## src/rtl/sysu_freq_meter.sv

```systemverilog
// Gate-window frequency meter: counts synchronized rising edges of sig_in
// over GATE_CYCLES clocks, then converts the count to BCD with a serial
// double-dabble before publishing freq/bcd/ovf with a one-cycle valid.
//
// Handshake: valid is a single-cycle pulse with no back-pressure; freq, bcd
// and ovf change only in the cycle valid is high and hold otherwise.
module sysu_freq_meter #(
    parameter int CLK_HZ      = 50000000,
    parameter int GATE_CYCLES = CLK_HZ,
    parameter int CNT_W       = 32,
    parameter int BCD_DIGITS  = 8
) (
    input  logic                    clk_in,
    input  logic                    rst_n,
    input  logic                    en,
    input  logic                    sig_in,
    output logic [CNT_W-1:0]        freq,
    output logic [4*BCD_DIGITS-1:0] bcd,
    output logic                    ovf,
    output logic                    valid,
    output logic                    gate
);

    // Window counter width, conversion step counter width.
    localparam int WW = $clog2(GATE_CYCLES);
    localparam int CW = (CNT_W > 1) ? $clog2(CNT_W) : 1;
    // Enough internal digits to hold any CNT_W-bit value, and at least
    // BCD_DIGITS so the output slice always exists.
    localparam int DIG_NEED = (CNT_W * 3 + 9) / 10 + 1;
    localparam int DIG_INT  = (DIG_NEED > BCD_DIGITS) ? DIG_NEED : BCD_DIGITS;
    // Comparison width wide enough for 10^10-1 and for the count itself.
    localparam int LW = (CNT_W > 34) ? CNT_W : 34;

    typedef enum logic [1:0] {
        ST_GATE    = 2'd0,
        ST_CONVERT = 2'd1,
        ST_DONE    = 2'd2
    } state_t;

    // One double-dabble step: add 3 to every digit >= 5, then shift in bit_in.
    function automatic logic [4*DIG_INT-1:0] dd_step(
        input logic [4*DIG_INT-1:0] cur,
        input logic                 bit_in
    );
        logic [4*DIG_INT-1:0] adj;
        adj = cur;
        for (int i = 0; i < DIG_INT; i++) begin
            if (adj[4*i +: 4] >= 4'd5) begin
                adj[4*i +: 4] = adj[4*i +: 4] + 4'd3;
            end
        end
        return {adj[4*DIG_INT-2:0], bit_in};
    endfunction

    // Largest value representable on the bcd output: 10^BCD_DIGITS - 1.
    function automatic logic [LW-1:0] dec_limit();
        logic [LW-1:0] v;
        v = LW'(1);
        for (int i = 0; i < BCD_DIGITS; i++) begin
            v = v * LW'(10);
        end
        return v - LW'(1);
    endfunction

    localparam logic [LW-1:0] LIMIT = dec_limit();

    state_t                 state;
    state_t                 state_next;
    logic                   s1, s2, s3;
    logic [WW-1:0]          win_cnt;
    logic [CNT_W-1:0]       edge_cnt;
    logic [CNT_W-1:0]       conv_val;
    logic [CNT_W-1:0]       bin_sh;
    logic [4*DIG_INT-1:0]   bcd_sh;
    logic [CW-1:0]          conv_cnt;

    logic                   edge_det;
    logic                   win_last;
    logic                   conv_last;
    logic [CNT_W-1:0]       edge_sum;
    logic [4*DIG_INT-1:0]   bcd_next;
    logic                   over;

    assign edge_det  = s2 & ~s3;
    assign win_last  = (win_cnt == WW'(GATE_CYCLES - 1));
    assign conv_last = (conv_cnt == CW'(CNT_W - 1));
    // Saturating increment: a full counter ignores further edges.
    assign edge_sum  = (edge_det && (edge_cnt != {CNT_W{1'b1}})) ? edge_cnt + 1'b1 : edge_cnt;
    assign bcd_next  = dd_step(bcd_sh, bin_sh[CNT_W-1]);
    assign over      = (LW'(conv_val) > LIMIT);

    // The window is open only while counting; reset and en=0 close it at once.
    assign gate = rst_n & en & (state == ST_GATE);

    // Synchronizer plus history flop for rising-edge detection.
    always_ff @(posedge clk_in or negedge rst_n) begin
        if (!rst_n) begin
            s1 <= 1'b0;
            s2 <= 1'b0;
            s3 <= 1'b0;
        end else begin
            s1 <= sig_in;
            s2 <= s1;
            s3 <= s2;
        end
    end

    // State register.
    always_ff @(posedge clk_in or negedge rst_n) begin
        if (!rst_n) begin
            state <= ST_GATE;
        end else begin
            state <= state_next;
        end
    end

    // Next-state logic: en=0 always parks the machine at the start of a window.
    always_comb begin
        state_next = state;
        if (!en) begin
            state_next = ST_GATE;
        end else begin
            case (state)
                ST_GATE:    if (win_last) state_next = ST_CONVERT;
                ST_CONVERT: if (conv_last) state_next = ST_DONE;
                ST_DONE:    state_next = ST_GATE;
                default:    state_next = ST_GATE;
            endcase
        end
    end

    // Counting, conversion and result publication.
    always_ff @(posedge clk_in or negedge rst_n) begin
        if (!rst_n) begin
            win_cnt  <= '0;
            edge_cnt <= '0;
            conv_val <= '0;
            bin_sh   <= '0;
            bcd_sh   <= '0;
            conv_cnt <= '0;
            freq     <= '0;
            bcd      <= '0;
            ovf      <= 1'b0;
            valid    <= 1'b0;
        end else if (!en) begin
            // Abort: drop any partial window or conversion, keep last results.
            win_cnt  <= '0;
            edge_cnt <= '0;
            valid    <= 1'b0;
        end else begin
            valid <= 1'b0;
            case (state)
                ST_GATE: begin
                    if (win_last) begin
                        // Final cycle's edge is included in the latched count.
                        conv_val <= edge_sum;
                        bin_sh   <= edge_sum;
                        bcd_sh   <= '0;
                        conv_cnt <= '0;
                        win_cnt  <= '0;
                        edge_cnt <= '0;
                    end else begin
                        win_cnt  <= win_cnt + 1'b1;
                        edge_cnt <= edge_sum;
                    end
                end
                ST_CONVERT: begin
                    bin_sh   <= bin_sh << 1;
                    bcd_sh   <= bcd_next;
                    conv_cnt <= conv_cnt + 1'b1;
                    if (conv_last) begin
                        valid <= 1'b1;
                        freq  <= conv_val;
                        ovf   <= over;
                        bcd   <= over ? {BCD_DIGITS{4'h9}} : bcd_next[4*BCD_DIGITS-1:0];
                    end
                end
                default: begin
                    // ST_DONE: results are on the outputs; window restarts next cycle.
                end
            endcase
        end
    end

endmodule

```

## config.mk

```make
export PLATFORM = sky130hd
export DESIGN_NAME = sysu_freq_meter
export DESIGN_NICKNAME = d
export VERILOG_FILES = /design/src/rtl/sysu_freq_meter.sv
export SDC_FILE = /design/constraint.sdc
export NUM_CORES = 1
export LEC_CHECK = 0
export BUFFER_PORTS_ARGS = -buffer_cell sky130_fd_sc_hd__buf_2
export CORE_MARGIN = 2
export CORE_UTILIZATION = 50
export DETAILED_ROUTE_END_ITERATION = 6
export PLACE_DENSITY = 0.69
export SYNTH_ARGS = -nofsm -noshare
export SYNTH_HDL_FRONTEND = slang
export SYNTH_SLANG_ARGS = --single-unit
```

## constraint.sdc

```tcl
create_clock -name clk_in -period 3.5 [get_ports clk_in]
set_input_delay 0.35 -clock clk_in [delete_from_list [all_inputs] [get_ports clk_in]]
set_output_delay 0.35 -clock clk_in [all_outputs]
set_load 0.02 [all_outputs]
```

---- Yosys cells after proc, flatten, opt, wreduce, memory -nomap -nowiden ----
Index checks and enable logic that the tools add are counted.
word-level totals
  bits in registers ....................... 242
  input bits .............................. 4
  output and inout bits ................... 67
  word-level logic and storage cells ...... 91
operators by class
  add/subtract/negate cells ............... 14
  magnitude comparators ................... 12
  eq/ne operators ......................... 8
  muxes and demuxes ....................... 32
  bitwise logic cells ..................... 4
  reduce and logical (&&, ||, !) cells .... 7
operators by type and width
  cell                                                                                 number
  32-bit 2-to-1 mux                                                                    6
  44-bit one-hot mux with 2 select lines                                               1
  26-bit 2-to-1 mux                                                                    3
  32-bit one-hot mux with 2 select lines                                               1
  4-bit by 3-bit greater-or-equal comparator with 1-bit output, second input constant  11
  44-bit 2-to-1 mux                                                                    1
  4-bit by 2-bit adder with 4-bit output, second input constant                        10
  4-bit 2-to-1 mux                                                                     10
  32-bit by 1-bit adder with 32-bit output, second input constant                      1
  32-bit by 27-bit greater-than comparator with 1-bit output, second input constant    1
  32-bit inequality test, second input constant                                        1
  26-bit by 1-bit adder with 26-bit output, second input constant                      1
  26-bit equality test, second input constant                                          1
  5-bit one-hot mux with 2 select lines                                                1
  3-bit AND reduction                                                                  3
  2-bit 2-to-1 mux                                                                     3
  3-bit inequality test, second input constant                                         2
  5-bit by 1-bit adder with 5-bit output, second input constant                        1
  5-bit equality test, second input constant                                           1
  5-bit 2-to-1 mux                                                                     1
  2-bit one-hot mux with 2 select lines                                                1
  3-bit by 2-bit adder with 3-bit output, second input constant                        1
  1-bit AND                                                                            3
  1-bit 2-to-1 mux                                                                     3
  9 further kinds                                                                      9

---- Longest topological paths before layout ----
  word-level depth ........................ 7
  depth in mapped cells ................... 9
  depth with buffers taken out ............ 8

---- Least setup slack after synthesis ----
No wires, ideal clock.
  path kind ............................... register -> register
  start point ............................. register win_cnt[0]
  end point ............................... register win_cnt[20]
  library setup time ...................... 0.128 ns
  data arrival time ....................... 1.888 ns
  data required time ...................... 3.372 ns
  path slack .............................. 1.484 ns
  cell stages (with the launch flop) ...... 8
  path buffers ............................ 0
  clock period less this slack ............ 2.016 ns
  path through ............................ dfrtp_1 -> ha_1 -> nand4_1 -> or3_1 -> nor4_2 -> a31oi_1 -> o21ai_0 -> o31ai_1
on the way
  word-level cells in the longest chain between the ends .. 4
  elaborated cells between the ends (all ways) .. 5
  classes of those cells .................. add/sub (1); eq/ne (1); mux (3)
RTL lines
  what                                                                              RTL line  source
  from (decl)                                                                       70        logic [WW-1:0] win_cnt;
  from (signal assigned)                                                            163       win_cnt <= win_cnt + 1'b1;
  26-bit by 1-bit adder with 26-bit output or 26-bit equality test (tied branches)  163, 85
  26-bit 2-to-1 mux *                                                               154       if (win_last) begin
  26-bit 2-to-1 mux *                                                               152       case (state)
  26-bit 2-to-1 mux *                                                               145       end else if (!en) begin
Every way passes the cells marked *; elsewhere a longest branch is shown, timed or not. The select of a mux whose other input is x is not followed.
A chain may end at the register's enable or synchronous reset.

---- Worst setup path in the final report ----
  start point ............................. register win_cnt[0]
  end point ............................... register bcd_sh[24]
on the way
  word-level cells in the longest chain between the ends .. 3
RTL lines
  what                                    RTL line  source
  26-bit equality test                    85        assign win_last = (win_cnt == WW'(GATE_CYCLES - 1));
  2-bit inequality test (no source line)  n/a
  3-bit AND reduction (no source line)    n/a
  to (signal assigned)                    169       bcd_sh <= bcd_next;
  to (decl)                               74        logic [4*DIG_INT-1:0] bcd_sh;
No other way between the ends.

==> flow_summary.yaml <==
yosys:
  synth-edff-count: 0
  synth_top_family_by_area: "simple AND/OR/NAND/NOR gates"
  synthSimpleGateAreaFrac_pct: 20.9
  ys_seq_area_share_pct: 50.0
  post_synth_inst_count: 1240
  post_synth_fa_ha_maj_area_fraction_pct: 2.17
  synthesis.nets: 1264
  synth_warnings: 0
  yosys-top-cells-area: "dfrtp_1 (50%), nand2_1 (7.1%), o21ai_0 (5.3%), a21oi_1 (3.7%), o31ai_1 (2.3%)"
  synth_mux_area_share_pct: 1.05
  ys_seq_elements: 230
  yosys.area.top_type: "dfrtp_1"
  postSynthAreaPerCell_sq_um: 9.28
  synthDominantCellAreaShare_pct: 50.0
  post_synth_instance_area_sq_mm: 0.0115
  synth_area_in_xor_xnor_pct: 2.59
  synth-async-reset-ratio_pct: 100
  synth_top_cells_by_count: "dfrtp_1 (230), nand2_1 (217), o21ai_0 (123)"
  synth_ff_type: "dfrtp_1"
  post_synth_num_cell_types: 67
  synth.most_common_cell: "dfrtp_1"
  synth_compound_gate_area_share_pct: 19.3
global_routing:
  globalRoute.busiestLayer: "met2"
  overflow_after_grt: 0
  grt_pass1_vias: 8975
  grt_pass1_wl_um: 47500
  grt.total_usage_pct: 24.0
  grt_antenna_before_repair: 0
  grt_start_max_net_pins: 180
  grtUsageMet3_pct: 2.83
  globalRouteMet1Util_pct: 36.4
  grt.met2_usage_pct: 37.0
outcome:
  status: "finished with violations"
  failed_checks: "negative hold slack"
clocking:
  clock_tree.htree_level_count: 1
  cts_max_path_buffers: 3
  clk_pin_slew_ns: 0.06
  clock_insertion_delay_at_the_later_pin_of_the_skew_report_ns: 0.52
  cts.repair_timing.setup_buffer_count: 0
  cts_repair_resize_count: 0
  clock_sinks: 230
  cts_tree: "built"
  clockRootBuffer: "clkbuf_16"
  tritoncts.num_buffers: 26
final_layout:
  layout-drive-gt1-share_pct: 12.8
  antenna_cells: 0
  final_design_area_no_fill_sq_mm: 0.0129
  areaGrowthSynthToFinish_pct: 12.1
  final_net_count: 1307
  layout.area.seq_sq_mm: 0.00576
  final_cells: 1587
  fillerInstances: 2006
  multi_input_combinational_cell_area_sq_mm: 0.00531
drt:
  detail-route-antenna-nets: 0
  drc_errors_left: 0
  dr.first_iter.drc_count: 822
  drt_pass1_iterations: 5
  drt-vias-per-instance: 5.97
  finalWirelength_um: 28600
  routed_wire_length_per_instance_um: 18.0
  via_count: 9474
placed_design:
  placed_inst_area_sq_mm: 0.0121
  gp_congestion: 0.891
  place_inst: 1539
  dp_hpwl_um: 18700
  io_buffer_count: 70
power:
  netSwitchingFraction_pct: 22.4
  p_switching_mw: 1.23
  ir_worst_vdd_v: 0.000341
  power_density_mw_per_mm2: 427
  fin_total_pwr_mw: 5.51
  static-leakage-power_nw: 5.85
  seqPwrFrac_pct: 49.2
  cellInternalPower_mw: 4.28
  share_comb_of_total_power_pct: 3.5
  clkPwrFrac_pct: 47.2
floorplan:
  std_cell_rows: 55
  die_w_um: 156
  fp.coreArea_sq_mm: 0.0226
  ios: 71
  die_y_um: 156
  initial_core_utilization_pct: 50.8
  design.die.area_sq_mm: 0.0242
sta:
  setup_viol_count_final: 0
  rsz_0062_raised_after_global_routing: "false"
  slew_viol_final: 0
  hold_viol: 12
  slew-limit-headroom_pct: 29.8
  worst_hold_slack_ns: -0.0108
  setup_total_negative_slack_ns: 0
  final.period_utilization_pct: 78.5
  post-route-min-period_ns: 2.75
  max_slew.worst_pin.slew_ns: 1.05
  fmaxAchievable_mhz: 364
  fin_worst_skew_ns: 0.0150
setup_path:
  start_kind: "flip-flop"
  worstSetupEndpointType: "flip-flop"
  cp_data_required_time_ns: 3.90
  worst_ep_arrival_time_ns: 3.14
  path_class: "flip-flop to flip-flop"
  worst-path-max-fanout: 38
hold_path:
  hold_path_class: "input pin to asynchronous set/reset pin"
job:
  drv_cap: 0
==> metrics by stage <==
step / setup WS [ns] / utilization [%] / hold WS [ns]
6_report: 0.754 / 57.0 / -0.0108
5_1_grt: 0.501 / 57.0 / 0.0440
4_1_cts: 0.769 / 57.0 / 0.00873
3_5_place_dp: 0.770 / 53.4 / 0.348
3_3_place_gp: 0.842 / 53.4 / 0.333
2_1_floorplan: 1.48 / - / 0.0544
==> state kept, by name, summed over array words and instances (netlist names), 5 cells and up <==
name / count
bin_sh: 32
conv_val: 32
win_cnt: 26
bcd: 32
edge_cnt: 32
bcd_sh: 32
freq: 32
conv_cnt: 5
==> metal layers <==
layer | share of wire (%) | routed length (um)
met1 | 48 | 13800
met2 | 44 | 12600
met3 | 6.4 | 1830
met4 | 1.4 | 404
met5 | 0 | 0
==> layout make-up <==
type,instances,area share (%)
flip-flops and latches,230,44.6
multi-input cells,905,41.2
clock buffers,39,5.74
repair buffers,94,4.40
well taps,285,2.76
inverters,26,0.756
clock inverters,8,0.562
==> timing repair <==
action	4_1_cts	5_1_grt
endpoints found under the setup margin	0	0
hold endpoints to repair	1	0
hold buffers	1	0
==> worst max-delay path: stages (launching register included) <==
cell,delay [ns]
dfrtp_1,0.40
ha_1,0.26
and4_1,0.22
nand4_1,0.19
nor2_1,0.15
o21ai_4,0.82
buf_4,0.38
or3_1,0.13
o21ai_0,0.07
==> cell usage in the layout (no fill, tap or decap), types with 7 or more instances in the layout <==
cell type	n
dfrtp_1	230
nand2_1	216
o21ai_0	123
a21oi_1	85
buf_2	69
nor2_1	56
nand3_1	45
o31ai_1	36
clkbuf_16	27
inv_1	25
xnor2_1	25
a31oi_1	23
nor3_1	22
nand4_1	21
buf_4	21
ha_1	20
nand2b_1	19
and3_1	17
nor3b_1	16
a22oi_1	12
a22o_1	12
or3_1	11
a32o_1	10
clkbuf_1	10
and4_1	9
xor2_1	9
nor4_1	9
mux2_2	9
o21a_1	8
o22ai_1	8
and2_1	7
a21o_1	7
o21ai_1	7
==> power groups by stage <==
stage	sequential [mW]	combinational, mW	clock, mW
CTS	2.71	0.199	2.65
global route	2.71	0.223	2.76
detailed placement	2.76	0.197	0
global placement	2.76	0.192	0
floorplan	2.75	0.103	0
finish	2.71	0.195	2.60
==> worst paths after layout <==
kind	from	endpoint	slack, ns	depth (start not counted)
max in group asynchronous	rst_n	edge_cnt[12]	2.79	2
worst min register to register	s1	s2	0.36	0
worst max-delay path	win_cnt[0]	bcd_sh[24]	0.75	8
min in group clk_in	en	win_cnt[6]	0.10	2
worst max register to register	win_cnt[0]	bcd_sh[24]	0.75	8
worst min-delay path	rst_n	conv_cnt[1]	-0.01	2
==> cell families (layout without fill, tap and decap cells) <==
logic type | after synthesis | count (layout)
AOI/OAI and AO/OA | 360 | 360
xor gates and xnor gates | 34 | 34
adders and majority gates | 20 | 20
buffers and inverters | 105 | 167
DFF | 230 | 230
muxes | 11 | 11
and+or+nand+nor | 480 | 480
No activity file was read; power rests on OpenSTA's default activity.
